[src/rtl/counter_ctrl_pkg.sv]
// Shared types and helpers for the counter run controller.
// State encoding, rate codes and the divider reload value per rate.
package counter_ctrl_pkg;

    typedef enum logic [2:0] {
        ST_IDLE  = 3'd0,
        ST_CLEAR = 3'd1,
        ST_RUN   = 3'd2,
        ST_PAUSE = 3'd3,
        ST_DONE  = 3'd4
    } state_e;

    localparam logic [1:0] RATE_FAST       = 2'b00;
    localparam logic [1:0] RATE_1HZ        = 2'b01;
    localparam logic [1:0] RATE_HALF_HZ    = 2'b10;
    localparam logic [1:0] RATE_QUARTER_HZ = 2'b11;

    // Divider reload: a pulse is issued every reload+1 RUN cycles.
    function automatic int unsigned reload_value(
        input logic [1:0]  rate,
        input int unsigned ticks
    );
        int unsigned r;
        r = 0;
        unique case (rate)
            RATE_FAST:       r = 0;
            RATE_1HZ:        r = ticks - 1;
            RATE_HALF_HZ:    r = 2 * ticks - 1;
            RATE_QUARTER_HZ: r = 4 * ticks - 1;
        endcase
        return r;
    endfunction

endpackage

[src/rtl/counter_sequencer_rate_divider.sv]
// Down-counter rate divider: load, decrement/reload on step, hold on freeze.
// Ports: clk_i, rst_ni (sync, active-low), load_i, step_i, freeze_i,
//        reload_i [W], zero_o (divider currently at zero).
module rate_divider
    import counter_ctrl_pkg::*;
#(
    parameter int unsigned W = 4
) (
    input  logic         clk_i,
    input  logic         rst_ni,
    input  logic         load_i,
    input  logic         step_i,
    input  logic         freeze_i,
    input  logic [W-1:0] reload_i,
    output logic         zero_o
);

    logic [W-1:0] div_q;
    logic [W-1:0] div_d;

    always_comb begin
        div_d = div_q;
        if (load_i) begin
            div_d = reload_i;
        end else if (step_i && !freeze_i) begin
            div_d = (div_q == '0) ? reload_i : div_q - 1'b1;
        end
    end

    always_ff @(posedge clk_i) begin
        if (!rst_ni) begin
            div_q <= '0;
        end else begin
            div_q <= div_d;
        end
    end

    assign zero_o = (div_q == '0);

endmodule

[src/rtl/counter_sequencer.sv]
// Run controller for the T-flip-flop counter: start/stop/pause, rate divider,
// stop at Target. Build macro AUTO_RELOAD_EN: a match restarts the run and
// pulses Done for one cycle instead of parking in DONE.
// Ports: Clock, Clear_b (sync, active-low reset), Start, Stop, Pause,
//        Rate[2], Target[WIDTH], CountValue[WIDTH] in;
//        CountEnable, CountClear_b, Done, Running out.
module counter_sequencer
    import counter_ctrl_pkg::*;
#(
    parameter int unsigned WIDTH         = 8,
    parameter int unsigned TICKS_PER_SEC = 50000000
) (
    input  logic             Clock,
    input  logic             Clear_b,
    input  logic             Start,
    input  logic             Stop,
    input  logic             Pause,
    input  logic [1:0]       Rate,
    input  logic [WIDTH-1:0] Target,
    input  logic [WIDTH-1:0] CountValue,
    output logic             CountEnable,
    output logic             CountClear_b,
    output logic             Done,
    output logic             Running
);

    localparam int unsigned DIV_W = $clog2(4 * TICKS_PER_SEC);

    state_e            state_q;
    state_e            state_d;
    logic              div_zero;
    logic              match;
    logic              go;
    logic              done_raw;
    logic [DIV_W-1:0]  reload;

    assign reload = DIV_W'(reload_value(Rate, TICKS_PER_SEC));
    assign match  = (CountValue == Target);
    assign go     = Start & ~Stop;

`ifdef AUTO_RELOAD_EN
    // Marks a CLEAR entered from a target match, so Done pulses only then.
    logic rearm_q;
    logic rearm_d;
`endif

    always_comb begin
        state_d = state_q;
`ifdef AUTO_RELOAD_EN
        rearm_d = 1'b0;
`endif
        unique case (state_q)
            ST_IDLE: begin
                if (go) state_d = ST_CLEAR;
            end
            ST_CLEAR: begin
                state_d = ST_RUN;
            end
            ST_RUN: begin
                if (Stop) begin
                    state_d = ST_IDLE;
                end else if (Pause) begin
                    state_d = ST_PAUSE;
                end else if (match) begin
`ifdef AUTO_RELOAD_EN
                    state_d = ST_CLEAR;
                    rearm_d = 1'b1;
`else
                    state_d = ST_DONE;
`endif
                end
            end
            ST_PAUSE: begin
                if (Stop) begin
                    state_d = ST_IDLE;
                end else if (!Pause) begin
                    state_d = ST_RUN;
                end
            end
            ST_DONE: begin
                if (go) state_d = ST_CLEAR;
            end
            default: state_d = ST_IDLE;
        endcase
    end

    always_ff @(posedge Clock) begin
        if (!Clear_b) begin
            state_q <= ST_IDLE;
        end else begin
            state_q <= state_d;
        end
    end

`ifdef AUTO_RELOAD_EN
    always_ff @(posedge Clock) begin
        if (!Clear_b) begin
            rearm_q <= 1'b0;
        end else begin
            rearm_q <= rearm_d;
        end
    end

    assign done_raw = (state_q == ST_CLEAR) & rearm_q;
`else
    assign done_raw = (state_q == ST_DONE);
`endif

    // Divider only advances in RUN and is frozen while Pause is held,
    // so a pulse deferred by a pause is issued on resume.
    rate_divider #(
        .W (DIV_W)
    ) u_div (
        .clk_i    (Clock),
        .rst_ni   (Clear_b),
        .load_i   (state_q == ST_CLEAR),
        .step_i   (state_q == ST_RUN),
        .freeze_i (Pause),
        .reload_i (reload),
        .zero_o   (div_zero)
    );

    // Gating with Clear_b drops a pulse that coincides with reset.
    assign CountEnable  = Clear_b & (state_q == ST_RUN) & div_zero
                        & ~match & ~Stop & ~Pause;
    assign CountClear_b = Clear_b & (state_q != ST_CLEAR);
    assign Done         = Clear_b & done_raw;
    assign Running      = Clear_b & ((state_q == ST_RUN) |
                                     (state_q == ST_PAUSE));

endmodule

[config.mk]
export PLATFORM = sky130hd
export DESIGN_NAME = counter_sequencer
export DESIGN_NICKNAME = d
export VERILOG_FILES = /design/src/rtl/counter_ctrl_pkg.sv /design/src/rtl/counter_sequencer_rate_divider.sv /design/src/rtl/counter_sequencer.sv
export SDC_FILE = /design/constraint.sdc
export NUM_CORES = 1
export LEC_CHECK = 0
export CAP_MARGIN = 15
export CELL_PAD_IN_SITES_DETAIL_PLACEMENT = 1
export CELL_PAD_IN_SITES_GLOBAL_PLACEMENT = 2
export CORE_ASPECT_RATIO = 0.9
export CORE_MARGIN = 2
export CORE_UTILIZATION = 33
export CTS_CLUSTER_SIZE = 28
export DETAILED_ROUTE_END_ITERATION = 6
export HOLD_SLACK_MARGIN = 0.06
export PLACE_DENSITY_LB_ADDON = 0.1
export SETUP_SLACK_MARGIN = 0.2
export SYNTH_ARGS = -nofsm -noshare
export SYNTH_HDL_FRONTEND = slang
export SYNTH_SLANG_ARGS = --single-unit
[constraint.sdc]
create_clock -name Clock -period 3 [get_ports Clock]
set_input_delay 0.75 -clock Clock [delete_from_list [all_inputs] [get_ports Clock]]
set_output_delay 0.75 -clock Clock [all_outputs]
set_load 0.01 [all_outputs]
==> qor.yml <==
grtUsageTotal_pct: 22.6
final.fill_count: 847
synth_fp_nets: 309
die_w_um: 90.1
finalWirelength_mm: 8.23
layout_commonest_cell: "buf_4"
clock_sinks: 31
clockBufferDepth: 2
design_area_um2: 2970
ys_seq_area_share_pct: 28.2
hold_path.class: "register to register"
syn_to_final_growth_pct: 35.2
cts_buffers: 5
drive_above_1_share_pct: 20.3
num_vias: 2485
whs_ns: 0.494
powerDensity_nw_per_um2: 1280
ys_ff_latch: 31
status: "finished clean"
post-route-period-util_pct: 96.4
finalCriticalPeriod_ns: 2.89
clk_pin_slew_ns: 0.07
critPathKind: "input port to output pin"
worstMarginPinSlew_ns: 0.660
clock_latency_ns: 0.29
grt_pass1_wl_mm: 13.0
start_util_pct: 33.8
synth_area_um2: 2200
post-dp-hpwl_mm: 6.18
syn-instance-count: 280
maxSlewViolCount: 0
leakagePower_nw: 1.21
dr.pass1.iters: 4
ios: 27
final_cell_mix: "43 x buf_4, 30 x dfxtp_1, 29 x nand2_1"
gp_congestion: 0.821
overflow: 0
cp-start-kind: "input port"
critPathMaxFanout: 2
max-vdd-ir-drop_mv: 0.581
ys_warn_count: 0
ant_nets: 0
rows: 28
wl_per_cell_um: 19.1
ys_types: 59
cp-end-kind: "output pin"
async_reset_ff_share_pct: 0
cp_data_required_time_ns: 2.25
drtIter0Drc: 98
setup_viol: 0
layout.nets: 370
drcViolationCount: 0
antenna_found_initial: 0
die_y_um: 81.5
avgSynthCellArea_um2: 7.86
grt_setup_unrepaired: "true"
design.die.area_um2: 7340
fin_worst_skew_ns: 0.00462
max_slew_margin_pct: 55.9
synth_flop_cell: "dfxtp_1"
cts_htree_levels: 2
grt_max_degree: 19
fmax_mhz: 346
core-area_um2: 6520
final_hold_viol_count: 0
antenna_cells: 0
port_buffers: 26
place_area_um2: 2840
synth_edf_count: 0
grt_pass1_vias: 2439
tritoncts: "built"
seqCellArea_um2: 622
cts_root_buf: "clkbuf_8"
vias_per_cell: 5.78
multi_input_area_um2: 1520
arrival_ns: 2.14
cap_violations: 0
[path summary, 6_finish.rpt]
path	cells past startpoint	to	start	slack, ns
worst max-delay path	6	CountEnable	Target[7]	0.11
worst min-delay path	2	u_div.div_q[13]$_SDFFE_PN0P_	u_div.div_q[13]$_SDFFE_PN0P_	0.49
worst max register to register	6	u_div.div_q[26]$_SDFFE_PN0P_	u_div.div_q[10]$_SDFFE_PN0P_	0.25
worst min register to register	2	u_div.div_q[13]$_SDFFE_PN0P_	u_div.div_q[13]$_SDFFE_PN0P_	0.49
[critical path, cell delays in order]
cell and delay [ns]:
clkdlybuf4s50_1 0.42, xor2_1 0.16, nor4_2 0.37, a211oi_2 0.13, and3_4 0.20, buf_6 0.11
[logic make-up (layout without fill, tap and decap cells)]
kind of cell	Yosys count	in the layout	share of synthesized area, %
compound gates	81	81	27.0
xor+xnor	10	10	3.98
fa+ha+maj	6	6	3.41
buf+inv	24	84	4.83
flops	31	31	28.2
simple gates	121	121	29.4
mux	7	7	3.24
[where the power goes]
part           internal [mW]  switching (mW)  total, mW
clock network          0.155           0.169      0.324
logic                   1.20            1.61       2.81
registers              0.548           0.134      0.682
[cell usage after synthesis (4+ instances only)]
master,count,area share (%)
a21oi_1,11,2.5
mux2i_1,6,2.7
a31oi_1,6,1.7
ha_1,6,3.4
dfxtp_1,31,28
nor4_1,10,2.8
or3_1,6,1.7
and3_1,5,1.4
nand2_1,29,4.9
inv_1,8,1.4
nand3_1,14,3.2
o311ai_0,4,1.6
o21ai_0,12,2.7
clkbuf_1,13,2.2
nor2_1,17,2.9
nand4_1,6,1.7
nor3_1,12,2.7
a32o_1,5,2.3
xor2_1,8,3.2
[registers in the layout, indices dropped and copies added, names as in the netlist]
signal,flops
state_q,3
u_div.div_q,28
[cell type report]
class                   count  area share, %
clock buffers               6           2.44
inverters                   8           1.01
multi-input cells         225           51.2
flip-flops and latches     31           20.9
well taps                  90           3.79
repair buffers             70           20.6
[repair_timing]
action	4_1_cts	5_1_grt
gates resized for setup	9	11
endpoints found under the hold margin	0	0
cloned	0	0
hold buffers	0	0
pin swaps	3	9
endpoints found under the setup margin	4	6
setup buffers	1	0
[layer usage]
metal | GRT usage [%] | part of all wire (%) | up-vias
li1 | - | - | 1207
met3 | 3.85 | 3.3 | 10
met4 | 7.08 | 1.2 | 0
met2 | 36.8 | 45 | 42
met5 | 0 | 0 | -
met1 | 31.1 | 50 | 1226
[stage by stage]
| stage | utilization (%) | TNS [ns] | total power [mW] | worst slack [ns] | cells |
|---|---|---|---|---|---|
| after floorplan | - | 0 | 2.36 | 0.242 | 280 |
| after global placement | 43.5 | -0.283 | 3.35 | -0.283 | 423 |
| after detailed placement | 43.5 | -0.313 | 3.38 | -0.313 | 423 |
| after CTS | 45.1 | 0 | 3.75 | 0.0180 | 430 |
| after global routing | 45.6 | 0 | 4.11 | 0.0734 | 430 |
| final | 45.6 | 0 | 3.82 | 0.108 | 430 |
Note: power is estimated with default switching activity, not from simulation.
==> RTL change: new RTL, config.mk and constraints unchanged <==
The parameter `TICKS_PER_SEC` goes from 50000000 to 200000000.
--- a/src/rtl/counter_sequencer.sv
+++ b/src/rtl/counter_sequencer.sv
@@ -10,3 +10,3 @@
     parameter int unsigned WIDTH         = 8,
-    parameter int unsigned TICKS_PER_SEC = 50000000
+    parameter int unsigned TICKS_PER_SEC = 200000000
 ) (
Function: no difference found for any inputs over 10 cycles, from zero or initial values; that may be too few to reach the edited logic, so the function may still have changed.
==> RTL change against the unedited design <==
Design area is essentially flat. Highest routed layer unchanged. Routed wire length fell by 5.1%. Count of clock-buffer cells in the layout decreased by 1. Synthesized cell count up 2.9%. Critical path type is now flop to primary output. Combinational power fell by 22%. Worst setup slack better by 0.13 ns. Synthesized area increased by 0.51%. Hold slack improved by 0.0060 ns. Sequential cell count is 2 higher. Power down 15%.
==> RTL change: results (changes against the unedited design) <==
run_status:
  outcome: "finished, final reports clean"  # unchanged
placed_design:
  dp_hpwl_um: 5770  # was 6180 µm
  pre_cts_ws_ns: -0.368  # was -0.313 ns
  io_buffer_count: 26  # unchanged
  placed_area_mm2: 0.00278  # was 0.00284 mm²
  gp_congestion: 0.827  # was 0.821
  post-place-cells: 422  # was 423
sta:
  hold_slack_ns: 0.500  # was 0.494 ns
  finalClockSkew_ns: 0.00516  # was 0.00462 ns
  layout_min_cycle_time_ns: 2.76  # was 2.89 ns
  relSlewSlack: 0.666  # was 0.559
power_and_ir_drop:
  p_total_mw: 3.23  # was 3.82 mW
  p_int_mw: 1.68  # was 1.90 mW
  p_per_area_mw_per_mm2: 1090  # was 1280 mW/mm²
  p_leak_nw: 1.21  # about the same
  pwr-share-seq: 0.188  # was 0.179
global_routing:
  grt_max_degree: 28  # was 19
  grt_pass1_vias: 2459  # was 2,439
  gr-usage-all-layers: 0.223  # was 0.226
  grt_pass1_wl_um: 13100  # was 13,000 µm
critical_path:
  r2r_slack_ns: 0.33  # was 0.25 ns
  worst-r2r-cell-count: 10  # was 6
  worstPathArrival_ns: 2.01  # was 2.14 ns
route:
  first_iter_violations: 129  # was 98
  vias_per_cell: 5.64  # was 5.78
  wl_per_cell_um: 18.0  # was 19.1 µm
  drt-total-wl_um: 7810  # was 8230 µm
clocking:
  clk_path_buf_depth: 2  # unchanged
  cts_root_buf: "clkbuf_8"  # unchanged
finish:
  drive_above_1_share: 0.195  # was 0.203
  fillers: 821  # was 847
  largest_registers: "u_div.div_q: 30 flops, state_q: 3 flops"  # was u_div.div_q: 28 flops, state_q: 3 flops
  fin_nets: 371  # was 370
synth:
  muxShareOfSynthArea: 0  # was 0.0324
  syn_nets: 316  # was 309
  synthDistinctLibCells: 56  # was 59
  ys_top_cells_by_count: "dfxtp_1 (33), nand2_1 (28), a21oi_1 (23)"  # was dfxtp_1 (31), nand2_1 (29), nor2_1 (17)
  ys_seq_area_frac: 0.299  # was 0.282
  synth_fa_ha_area_frac: 0.0283  # was 0.0341
  avgSynthCellArea_um2: 7.68  # was 7.86 µm²
  synth_area_leaders: "dfxtp_1 (30%), a21oi_1 (5.2%), nand2_1 (4.8%)"  # was dfxtp_1 (28%), nand2_1 (4.9%), ha_1 (3.4%)
  synth-compound-area-share: 0.289  # was 0.270
min_path:
  hold_path_class: "flop to flop"  # unchanged
## RTL change: cell count changes after synthesis, sizes merged, moves of 5 or more
cell / change
a21boi: +7
a21oi: +12
a31oi: -5
mux2i: -6
nand3: -5
o21ai: +10
## RTL change: final timing paths
check             startpoint         endpoint
max           u_div.div_q[0]      CountEnable
min          u_div.div_q[21]  u_div.div_q[21]
max reg2reg   u_div.div_q[0]  u_div.div_q[11]
min reg2reg  u_div.div_q[21]  u_div.div_q[21]
## RTL change: logic make-up (layout without fill, tap and decap cells)
| kind of cell | count (synthesis) | after routing |
|---|---|---|
| AND/OR/NAND/NOR | 123 | 123 |
| AO/OA/AOI/OAI | 94 | 94 |
| flip-flops | 33 | 33 |
| buffers and inverters | 24 | 80 |
| XOR/XNOR | 9 | 9 |
| adder cells (fa/ha/maj) | 5 | 5 |
## RTL change: worst max-delay path, cell delays in order, from the launching register on
cell     delay, ns
dfxtp_1       0.32
inv_1         0.06
ha_1          0.16
or4b_4        0.48
nor4_2        0.15
buf_4         0.15
nand2_1       0.09
nor3_2        0.16
buf_2         0.15
## RTL change: cell type report
type / instances / area share
Multi-Input combinational cell: 231 / 0.508
Sequential cell: 33 / 0.222
Timing Repair Buffer: 67 / 0.187
Tap cell: 90 / 0.0379
Clock buffer: 5 / 0.0232
Clock inverter: 3 / 0.0156
Inverter: 5 / 0.00632
## RTL change: per-layer routing
metal  up-vias  track usage  share of wire
li1       1205            -              -
met1      1178        0.305           0.51
met2        58        0.359           0.43
met3         7       0.0486          0.050
met4         0       0.0631          0.011
met5         -            0              0
## RTL change: timing repair
item | 4_1_cts | 5_1_grt
buffers inserted | 2 | 2
setup endpoints to repair | 23 | 27
gates cloned | 0 | 0
pin swaps | 14 | 7
gates resized for setup | 28 | 9
